--- src/rtl/seg7_pkg.sv ---
// Shared types and segment glyphs for the multiplexed 7-segment driver.
// Segment order is a..g on bits 6..0; all patterns are active-low (0 = lit).
// Glyph constants are pure data; decoding lives in seg7_hex_decode.
package seg7_pkg;

  typedef logic [6:0] seg_t;

  localparam seg_t SEG_BLANK = 7'h7F;

  localparam seg_t GLYPH_0 = 7'h01;
  localparam seg_t GLYPH_1 = 7'h4F;
  localparam seg_t GLYPH_2 = 7'h12;
  localparam seg_t GLYPH_3 = 7'h06;
  localparam seg_t GLYPH_4 = 7'h4C;
  localparam seg_t GLYPH_5 = 7'h24;
  localparam seg_t GLYPH_6 = 7'h20;
  localparam seg_t GLYPH_7 = 7'h0F;
  localparam seg_t GLYPH_8 = 7'h00;
  localparam seg_t GLYPH_9 = 7'h04;
  localparam seg_t GLYPH_A = 7'h08;
  localparam seg_t GLYPH_B = 7'h60;
  localparam seg_t GLYPH_C = 7'h31;
  localparam seg_t GLYPH_D = 7'h42;
  localparam seg_t GLYPH_E = 7'h30;
  localparam seg_t GLYPH_F = 7'h38;

endpackage

--- src/rtl/seg7_hex_decode.sv ---
// Nibble to active-low segment pattern decoder.
// Latency: combinational.
// Codes 10-15 show A,b,C,d,E,F when hex_en is set, otherwise blank.
module seg7_hex_decode
  import seg7_pkg::*;
(
  input  logic [3:0] code,
  input  logic       hex_en,
  output seg_t       seg
);

  // Glyph lookup; letters are gated by hex_en so decimal-only builds show blank.
  always_comb begin
    seg = SEG_BLANK;
    case (code)
      4'h0: seg = GLYPH_0;
      4'h1: seg = GLYPH_1;
      4'h2: seg = GLYPH_2;
      4'h3: seg = GLYPH_3;
      4'h4: seg = GLYPH_4;
      4'h5: seg = GLYPH_5;
      4'h6: seg = GLYPH_6;
      4'h7: seg = GLYPH_7;
      4'h8: seg = GLYPH_8;
      4'h9: seg = GLYPH_9;
      4'hA: seg = hex_en ? GLYPH_A : SEG_BLANK;
      4'hB: seg = hex_en ? GLYPH_B : SEG_BLANK;
      4'hC: seg = hex_en ? GLYPH_C : SEG_BLANK;
      4'hD: seg = hex_en ? GLYPH_D : SEG_BLANK;
      4'hE: seg = hex_en ? GLYPH_E : SEG_BLANK;
      4'hF: seg = hex_en ? GLYPH_F : SEG_BLANK;
      default: seg = SEG_BLANK;
    endcase
  end

endmodule

--- src/rtl/seg7_scan_driver.sv ---
// Time-multiplexed N-digit common-anode 7-segment driver with a tear-free frame buffer.
// Latency: seg/dp/an/frame_tick are registered, one cycle behind the scan counters.
// No backpressure: free-running scan; load is a single-cycle strobe always accepted.
module seg7_scan_driver
  import seg7_pkg::*;
#(
  parameter int N_DIGITS = 8,
  parameter int SCAN_DIV = 100000,
  parameter int BRIGHT_W = 3,
  parameter int HEX_EN   = 1
) (
  input  logic                  clk,
  input  logic                  rst_n,
  input  logic [4*N_DIGITS-1:0] din,
  input  logic [N_DIGITS-1:0]   dp_in,
  input  logic [N_DIGITS-1:0]   digit_en,
  input  logic                  load,
  input  logic                  lzb_en,
  input  logic [BRIGHT_W-1:0]   bright,
  output seg_t                  seg,
  output logic                  dp,
  output logic [N_DIGITS-1:0]   an,
  output logic                  frame_tick
);

  localparam int CNT_W   = (SCAN_DIV > 1) ? $clog2(SCAN_DIV) : 1;
  localparam int IDX_W   = (N_DIGITS > 1) ? $clog2(N_DIGITS) : 1;
  localparam int SUB_LEN = SCAN_DIV >> BRIGHT_W;

  localparam logic [CNT_W-1:0] DIV_LAST = CNT_W'(SCAN_DIV - 1);
  localparam logic [IDX_W-1:0] IDX_LAST = IDX_W'(N_DIGITS - 1);

  logic [CNT_W-1:0]      div_cnt;
  logic [IDX_W-1:0]      idx;
  logic                  slot_end;
  logic                  frame_wrap;

  logic [4*N_DIGITS-1:0] pend_code;
  logic [N_DIGITS-1:0]   pend_dp;
  logic [4*N_DIGITS-1:0] act_code;
  logic [N_DIGITS-1:0]   act_dp;

  logic [3:0]            cur_code;
  logic                  cur_dp;
  logic                  cur_en;
  logic [N_DIGITS-1:0]   lead_zero;
  logic                  lzb_blank;
  logic                  digit_blank;
  seg_t                  dec_seg;

  logic [31:0]           sub_idx;
  logic                  pwm_on;
  logic                  guard;

  assign slot_end   = (div_cnt == DIV_LAST);
  assign frame_wrap = slot_end && (idx == IDX_LAST);

  // Slot divider and digit index: one digit per SCAN_DIV cycles, wrapping to digit 0.
  always_ff @(posedge clk or negedge rst_n) begin
    if (!rst_n) begin
      div_cnt <= '0;
      idx     <= '0;
    end else if (slot_end) begin
      div_cnt <= '0;
      idx     <= (idx == IDX_LAST) ? '0 : idx + 1'b1;
    end else begin
      div_cnt <= div_cnt + 1'b1;
    end
  end

  // Double buffer: loads land in pending; active only changes at a frame wrap,
  // taking din directly when the load coincides with the wrap.
  always_ff @(posedge clk or negedge rst_n) begin
    if (!rst_n) begin
      pend_code <= '0;
      pend_dp   <= '0;
      act_code  <= '0;
      act_dp    <= '0;
    end else begin
      if (load) begin
        pend_code <= din;
        pend_dp   <= dp_in;
      end
      if (frame_wrap) begin
        act_code <= load ? din   : pend_code;
        act_dp   <= load ? dp_in : pend_dp;
      end
    end
  end

  // Leading-zero flags: digit i qualifies when it and every digit to its left are zero.
  always_comb begin
    lead_zero = '0;
    for (int i = 0; i < N_DIGITS; i++) begin
      lead_zero[i] = 1'b1;
      for (int j = i; j < N_DIGITS; j++) begin
        if (act_code[4*j +: 4] != 4'd0) begin
          lead_zero[i] = 1'b0;
        end
      end
    end
  end

  assign cur_code    = act_code[4*int'(idx) +: 4];
  assign cur_dp      = act_dp[idx];
  assign cur_en      = digit_en[idx];
  assign lzb_blank   = lzb_en && (idx != '0) && lead_zero[idx];
  assign digit_blank = !cur_en || lzb_blank;

  seg7_hex_decode u_decode (
    .code   (cur_code),
    .hex_en (HEX_EN != 0),
    .seg    (dec_seg)
  );

  // PWM: the slot is split into 2**BRIGHT_W sub-slots; sub-slots 0..bright are lit.
  assign sub_idx = 32'(div_cnt) / 32'(SUB_LEN);
  assign pwm_on  = (sub_idx <= 32'(bright));

  // First cycle of every slot (index just moved) keeps all anodes off to avoid ghosting.
  assign guard = (div_cnt == '0);

  // Output registers: blanked digits still scan their anode, only segments go dark.
  always_ff @(posedge clk or negedge rst_n) begin
    if (!rst_n) begin
      seg        <= SEG_BLANK;
      dp         <= 1'b1;
      an         <= '1;
      frame_tick <= 1'b0;
    end else begin
      seg        <= digit_blank ? SEG_BLANK : dec_seg;
      dp         <= digit_blank | ~cur_dp;
      an         <= (guard || !pwm_on) ? '1 : ~(N_DIGITS'(1) << idx);
      frame_tick <= frame_wrap;
    end
  end

endmodule

--- config.mk ---
export PLATFORM = sky130hd
export DESIGN_NAME = seg7_scan_driver
export DESIGN_NICKNAME = d
export VERILOG_FILES = /design/src/rtl/seg7_pkg.sv /design/src/rtl/seg7_hex_decode.sv /design/src/rtl/seg7_scan_driver.sv
export SDC_FILE = /design/constraint.sdc
export NUM_CORES = 1
export LEC_CHECK = 0
export CORE_UTILIZATION = 58
export CTS_BUF_LIST = sky130_fd_sc_hd__clkbuf_2
export CTS_CLUSTER_DIAMETER = 40
export DETAILED_ROUTE_END_ITERATION = 6
export MAX_ROUTING_LAYER = met4
export PLACE_DENSITY = 0.89
export SYNTH_ARGS = -nofsm -noshare
export SYNTH_HDL_FRONTEND = slang
export SYNTH_SLANG_ARGS = --single-unit
--- constraint.sdc ---
create_clock -name clk -period 5.58 [get_ports clk]
set_clock_uncertainty 0.2 [all_clocks]
set_input_delay 0.558 -clock clk [delete_from_list [all_inputs] [get_ports clk]]
set_output_delay 0.558 -clock clk [all_outputs]
set_load 0.005 [all_outputs]
Word level (Yosys, flattened, before mapping)
Index checks and enable logic that the tools add are counted.

$add $sub $neg: 2. Div/mod/pow operators: 1. Magnitude comparators: 2. Equality and inequality tests: 17. Shift-type cells: 2. Muxes and demuxes: 49. Bitwise gates (word level): 3. Reductions and logical operators: 18.

Operator list (count): 7-bit one-hot mux with 16 select lines (1); 1-bit two-way mux (39); 17-bit by 14-bit divider with 32-bit output (second input constant) (1); 4-bit equality test (second input constant) (8); 32-bit by 3-bit less-or-equal comparator with 1-bit output (1); 32-bit two-way mux (1); 4-bit nonzero test (8); 32-bit by 6-bit indexed part select with 4-bit output (1); 17-bit by 1-bit adder with 17-bit output (second input constant) (1); 17-bit equality test (second input constant) (1); 17-bit logical NOT (1); 17-bit two-way mux (1); 4-bit by 3-bit equality test with 1-bit output (second input constant) (4); 8-bit two-way mux (2); 1-bit binary-select mux with 3-bit select (3); 4-bit by 2-bit equality test with 1-bit output (second input constant) (2); 8-bit NOT (1); 1-bit by 3-bit left shift with 8-bit output (first input constant) (1); 7-bit two-way mux (1); 4-bit by 1-bit equality test with 1-bit output (second input constant) (1); 4-bit logical NOT (1); 3-bit by 4-bit < comparator with 1-bit output (second input constant) (1); 3-bit by 1-bit adder with 3-bit output (second input constant) (1); 3-bit equality test (second input constant) (1); other kinds (7) (11).

Bits in registers: 117. Input bits: 55. Output and inout bits: 17. Word-level logic and storage cells: 104.

Longest topological paths before layout
Word-level depth: 14. Gate-level depth with buffers: 21. Gate-level depth less buffers: 18.

Hierarchy
Synthesis repeated with hierarchy kept, for this count alone.

Cell total of the unflattened synthesis: 605. Area, all modules: 6540.0 µm².

Modules (own cells, without submodules): seg7_scan_driver (instances 1, cells each 555, area each 6256.0 µm², seq. area each 2947.8 µm²); seg7_hex_decode (instances 1, cells each 50, area each 284.0 µm², seq. area each 0.0 µm²).

Worst setup path after synthesis
No wires, ideal clock.

Kind: register -> register. From: reg div_cnt[12]. To: reg an[0]. Library setup time: 0.091 ns. Data arrival time: 3.954 ns. Required time: 5.289 ns. Setup slack: 1.336 ns. Cell stages (with the launch flop): 20. Buffers on the path: 1. Period minus slack after synthesis: 4.244 ns. Cell sequence: dfrtp_1 > buf_6 > or4_4 > o211ai_1 > a21oi_2 > or4_4 > o21ai_2 > mux2i_1 > o211ai_2 > a31oi_2 > and3_1 > o31ai_1 > o21ai_1 > ha_1 > inv_1 > a21o_1 > a21oi_1 > a31oi_1 > nor4_1 > nand2_1.

Longest elaborated chain between the ends: 5. Elaborated cells between the ends (all ways): 6. Those cells by class: 1 x div; 1 x order compare; 1 x mux; 3 x reduce/logical.

RTL lines: start, declared (RTL line seg7_scan_driver.sv:33) `logic [CNT_W-1:0] div_cnt;`; start signal, assigned (RTL line seg7_scan_driver.sv:67) `div_cnt <= div_cnt + 1'b1;`; 17-bit by 14-bit divider with 32-bit output (RTL line seg7_scan_driver.sv:117) `assign sub_idx = 32'(div_cnt) / 32'(SUB_LEN);`; 32-bit by 3-bit less-or-equal comparator with 1-bit output (RTL line seg7_scan_driver.sv:118) `assign pwm_on = (sub_idx <= 32'(bright));`; 1-bit logical NOT (RTL line seg7_scan_driver.sv:133) `an <= (guard || !pwm_on) ? '1 : ~(N_DIGITS'(1) << idx);`; 1-bit logical OR (*) (RTL line seg7_scan_driver.sv:133); 8-bit two-way mux (*) (RTL line seg7_scan_driver.sv:133); end signal, assigned (RTL line seg7_scan_driver.sv:133); end, declared (RTL line seg7_scan_driver.sv:22) `output logic [N_DIGITS-1:0] an,`.

Every way passes the cells marked *; elsewhere a longest branch is shown, timed or not. A chain may end at the register's enable or synchronous reset.

Final worst setup path
From: reg div_cnt[11]. To: reg an[4].

The elaborated chain is that of the path after synthesis.

==> out/results.txt <==
DRC viols -> 0
Max stage delay on crit path -> 0.54 ns
number of antenna-violating nets in the routed design -> 0
endpoints failing hold -> 0
Die W -> 106.0 µm
most repeated library cell on the critical path -> o21ai_1
PortBufs -> 71
total core area -> 10420 µm²
Avg Cell Area, Syn -> 11.48 µm²
Post-synth EDFFs -> 0
CP Class -> flip-flop to flip-flop
met2 wire length -> 6.693 mm
area leader, netlist -> dfrtp_1
crit path cell chain -> nor4_4, o21a_1, o21ai_1, and2_1, o21ai_2, mux2i_1, o211ai_2, a31oi_2, and3_1, o31ai_1, o21ai_1, ha_1, inv_1, a21o_1, a21oi_1, a31oi_1, nor4_1, nand2_1
Worst setup SP type -> flip-flop
cts bufs inserted -> 17
Slew headroom -> 32.37%
Crit Reg-Reg Endpoint -> an[4]
Hold Buf Count CTS -> 1
wire per inst -> 17.97 µm
initial antenna violation count -> 0
cell with the most instances after synthesis -> dfrtp_1
number of max-cap violations -> 0
Synth Net Count -> 612
Clk network pwr share -> 32.6%
final WL -> 13.66 mm
CP Capture Type -> flip-flop
vias in the first global route -> 4642
Hold EP -> pend_code[12]
DR iter-0 viols -> 259
Min-Delay Path Class -> input pin to flip-flop
DR pass1 iterations -> 6
Critical Path RT -> 5.97 ns
Starting Density -> 60.18%
R2R depth -> 18
PnR worst setup slack -> 0.5085 ns
Clock Latency Late Sink -> 0.69 ns
Avg Vias per Cell -> 6.097
Syn Inst Count -> 546
Top FF cell, synth -> dfrtp_1
Rows -> 37
I/O pin count -> 72
Final Cycle Share -> 90.89%
Final Setup Violations -> 0
Peak supply drop -> 237.9 µV
antenna cells -> 0
area taken by multi-input logic gates -> 3059 µm²
synthesized cell area -> 6269 µm²
first-pass GRT wire length -> 22.60 mm
post-CTS setup buffers -> 0
largest net degree at the start of global routing -> 72
die area -> 11230 µm²
sequential share of the synthesized area -> 47.03%
Worst-Margin Slew -> 1.014 ns
Comb pwr share -> 10.0%
Async SR Flop Fraction -> 100.0%
synth unique cells -> 72
Crit Path Max Fanout -> 12
Synth top cells by count -> dfrtp_1 (101), mux2_2 (82), nand2_1 (59), nor2_1 (27), o21ai_0 (18)
CTS resizes -> 0
Leakage -> 0.003033 µW
final instance area -> 7213 µm²
met3 wire length -> 749 µm
chip height -> 106.0 µm
Pint -> 1165 µW
Pwr per Cell Area -> 222.8 nW/µm²
fillcell total -> 747
register area -> 2948 µm²
synth top area cells -> dfrtp_1 (40%), mux2_2 (15%), dfstp_2 (6.7%)
Yosys top cell area share -> 40.32%
CTS tree -> yes
via count -> 4634
fmax -> 0.1972 GHz
CP Buf/Inv Count -> 1
critical path's top delay family -> compound AO/OA/AOI/OAI gates
Nets -> 677
pins over their slew limit -> 0
Hold Crit Start -> din[12]
Area growth, synth to finish -> 15.07%
clock buffer depth -> 2
Synthesis Warnings -> 0
sequential power share -> 57.4%
HPWL Detailed -> 9.798 mm
total gr overflow -> 0
RSZ-0062 raised after global routing -> no
worst path arrival time -> 5.46 ns
Sw Ratio -> 27.53%
Max Used Layer -> met4
status -> finished clean
worst hold path cell count -> 2
minimum clock period -> 5.071 ns
NetSw -> 442.5 µW
Area after DPL -> 6974 µm²
H-tree Lvls -> 4
Clk pin slew, worst setup/hold paths -> 0.22 ns
Setup TNS -> 0 ns
R2R Path Start -> div_cnt[11]
placement-stage worst setup slack -> 0.5990 ns
GRT Total Usage -> 27.01%
post-synthesis sequential element count -> 117
Slowest-stage cell, CP -> dfrtp_1
WL met1 -> 5.832 mm
fraction of layout cells with a size suffix above 1 -> 27.72%
gpl congestion -> 0.8913
Fin Hold WS -> 0.2739 ns
R2R Setup Slk -> 0.51 ns
Root Driver -> clkbuf_2
clock sink total -> 117
## layer usage
metal,up-vias,GRT usage [%]
li1,2133,-
met1,2297,34.14
met2,166,42.30
met3,38,6.254
met4,0,11.21
met5,-,-
## through the flow
step / cells / utilization [%] / power (µW)
global placement: 727 / 66.96 / 1085
global route: 760 / 69.25 / 1670
floorplan: 546 / - / 1007
CTS: 760 / 69.25 / 1620
detailed placement: 727 / 66.96 / 1098
finish: 760 / 69.25 / 1607
## worst max path at each step
stage,start,end,slack (ns),depth (start not counted)
after floorplan,div_cnt[12],an[0],1.34,19
after global placement,div_cnt[5],an[0],0.94,18
after detailed placement,div_cnt[5],an[1],0.60,18
after CTS,div_cnt[5],an[1],0.54,18
after global routing,div_cnt[5],an[6],0.05,18
final,div_cnt[11],an[4],0.51,18
## cell usage in the layout, fill, tap and decap left out, drive strengths merged, types with 9 or more instances in the layout
master	instances
a21oi	11
and2	12
clkbuf	17
clkdlybuf4s50	69
dfrtp	101
dfstp	16
ha	11
inv	25
mux2	82
mux4	12
nand2	59
nand3	10
nor2	28
nor3	11
nor4	16
o211ai	9
o21ai	25
xnor2	12
xor2	9
## sequential cells by signal, indices dropped and copies added (netlist names)
signal      count
div_cnt        17
seg             7
act_code       32
pend_dp         8
frame_tick      1
act_dp          8
idx             3
an              8
dp              1
pend_code      32
## logic make-up after synthesis
group / Yosys count / synth area share [%]
flip-flops: 117 / 47.03
XOR/XNOR: 21 / 3.174
buffers and inverters: 48 / 4.171
multiplexers: 96 / 19.36
adder cells (fa/ha/maj): 12 / 2.355
AND/OR/NAND/NOR: 163 / 13.69
AO/OA/AOI/OAI: 89 / 10.22
## power by group through the flow
stage	Clock, µW	Combinational (µW)	Sequential [µW]
6_report	524	161	922
5_1_grt	566	177	928
4_1_cts	535	163	922
3_5_place_dp	0	160	937
3_3_place_gp	0	152	933
2_1_floorplan	0	78.9	928
## final cells by class
class / count / area share, %
Clock inverter: 15 / 1.995
Tap cell: 136 / 2.359
Clock buffer: 17 / 1.180
Inverter: 19 / 0.9887
Multi-Input combinational cell: 381 / 42.41
Sequential cell: 117 / 40.87
Timing Repair Buffer: 75 / 10.20
Power figures use the tool's default switching activity.
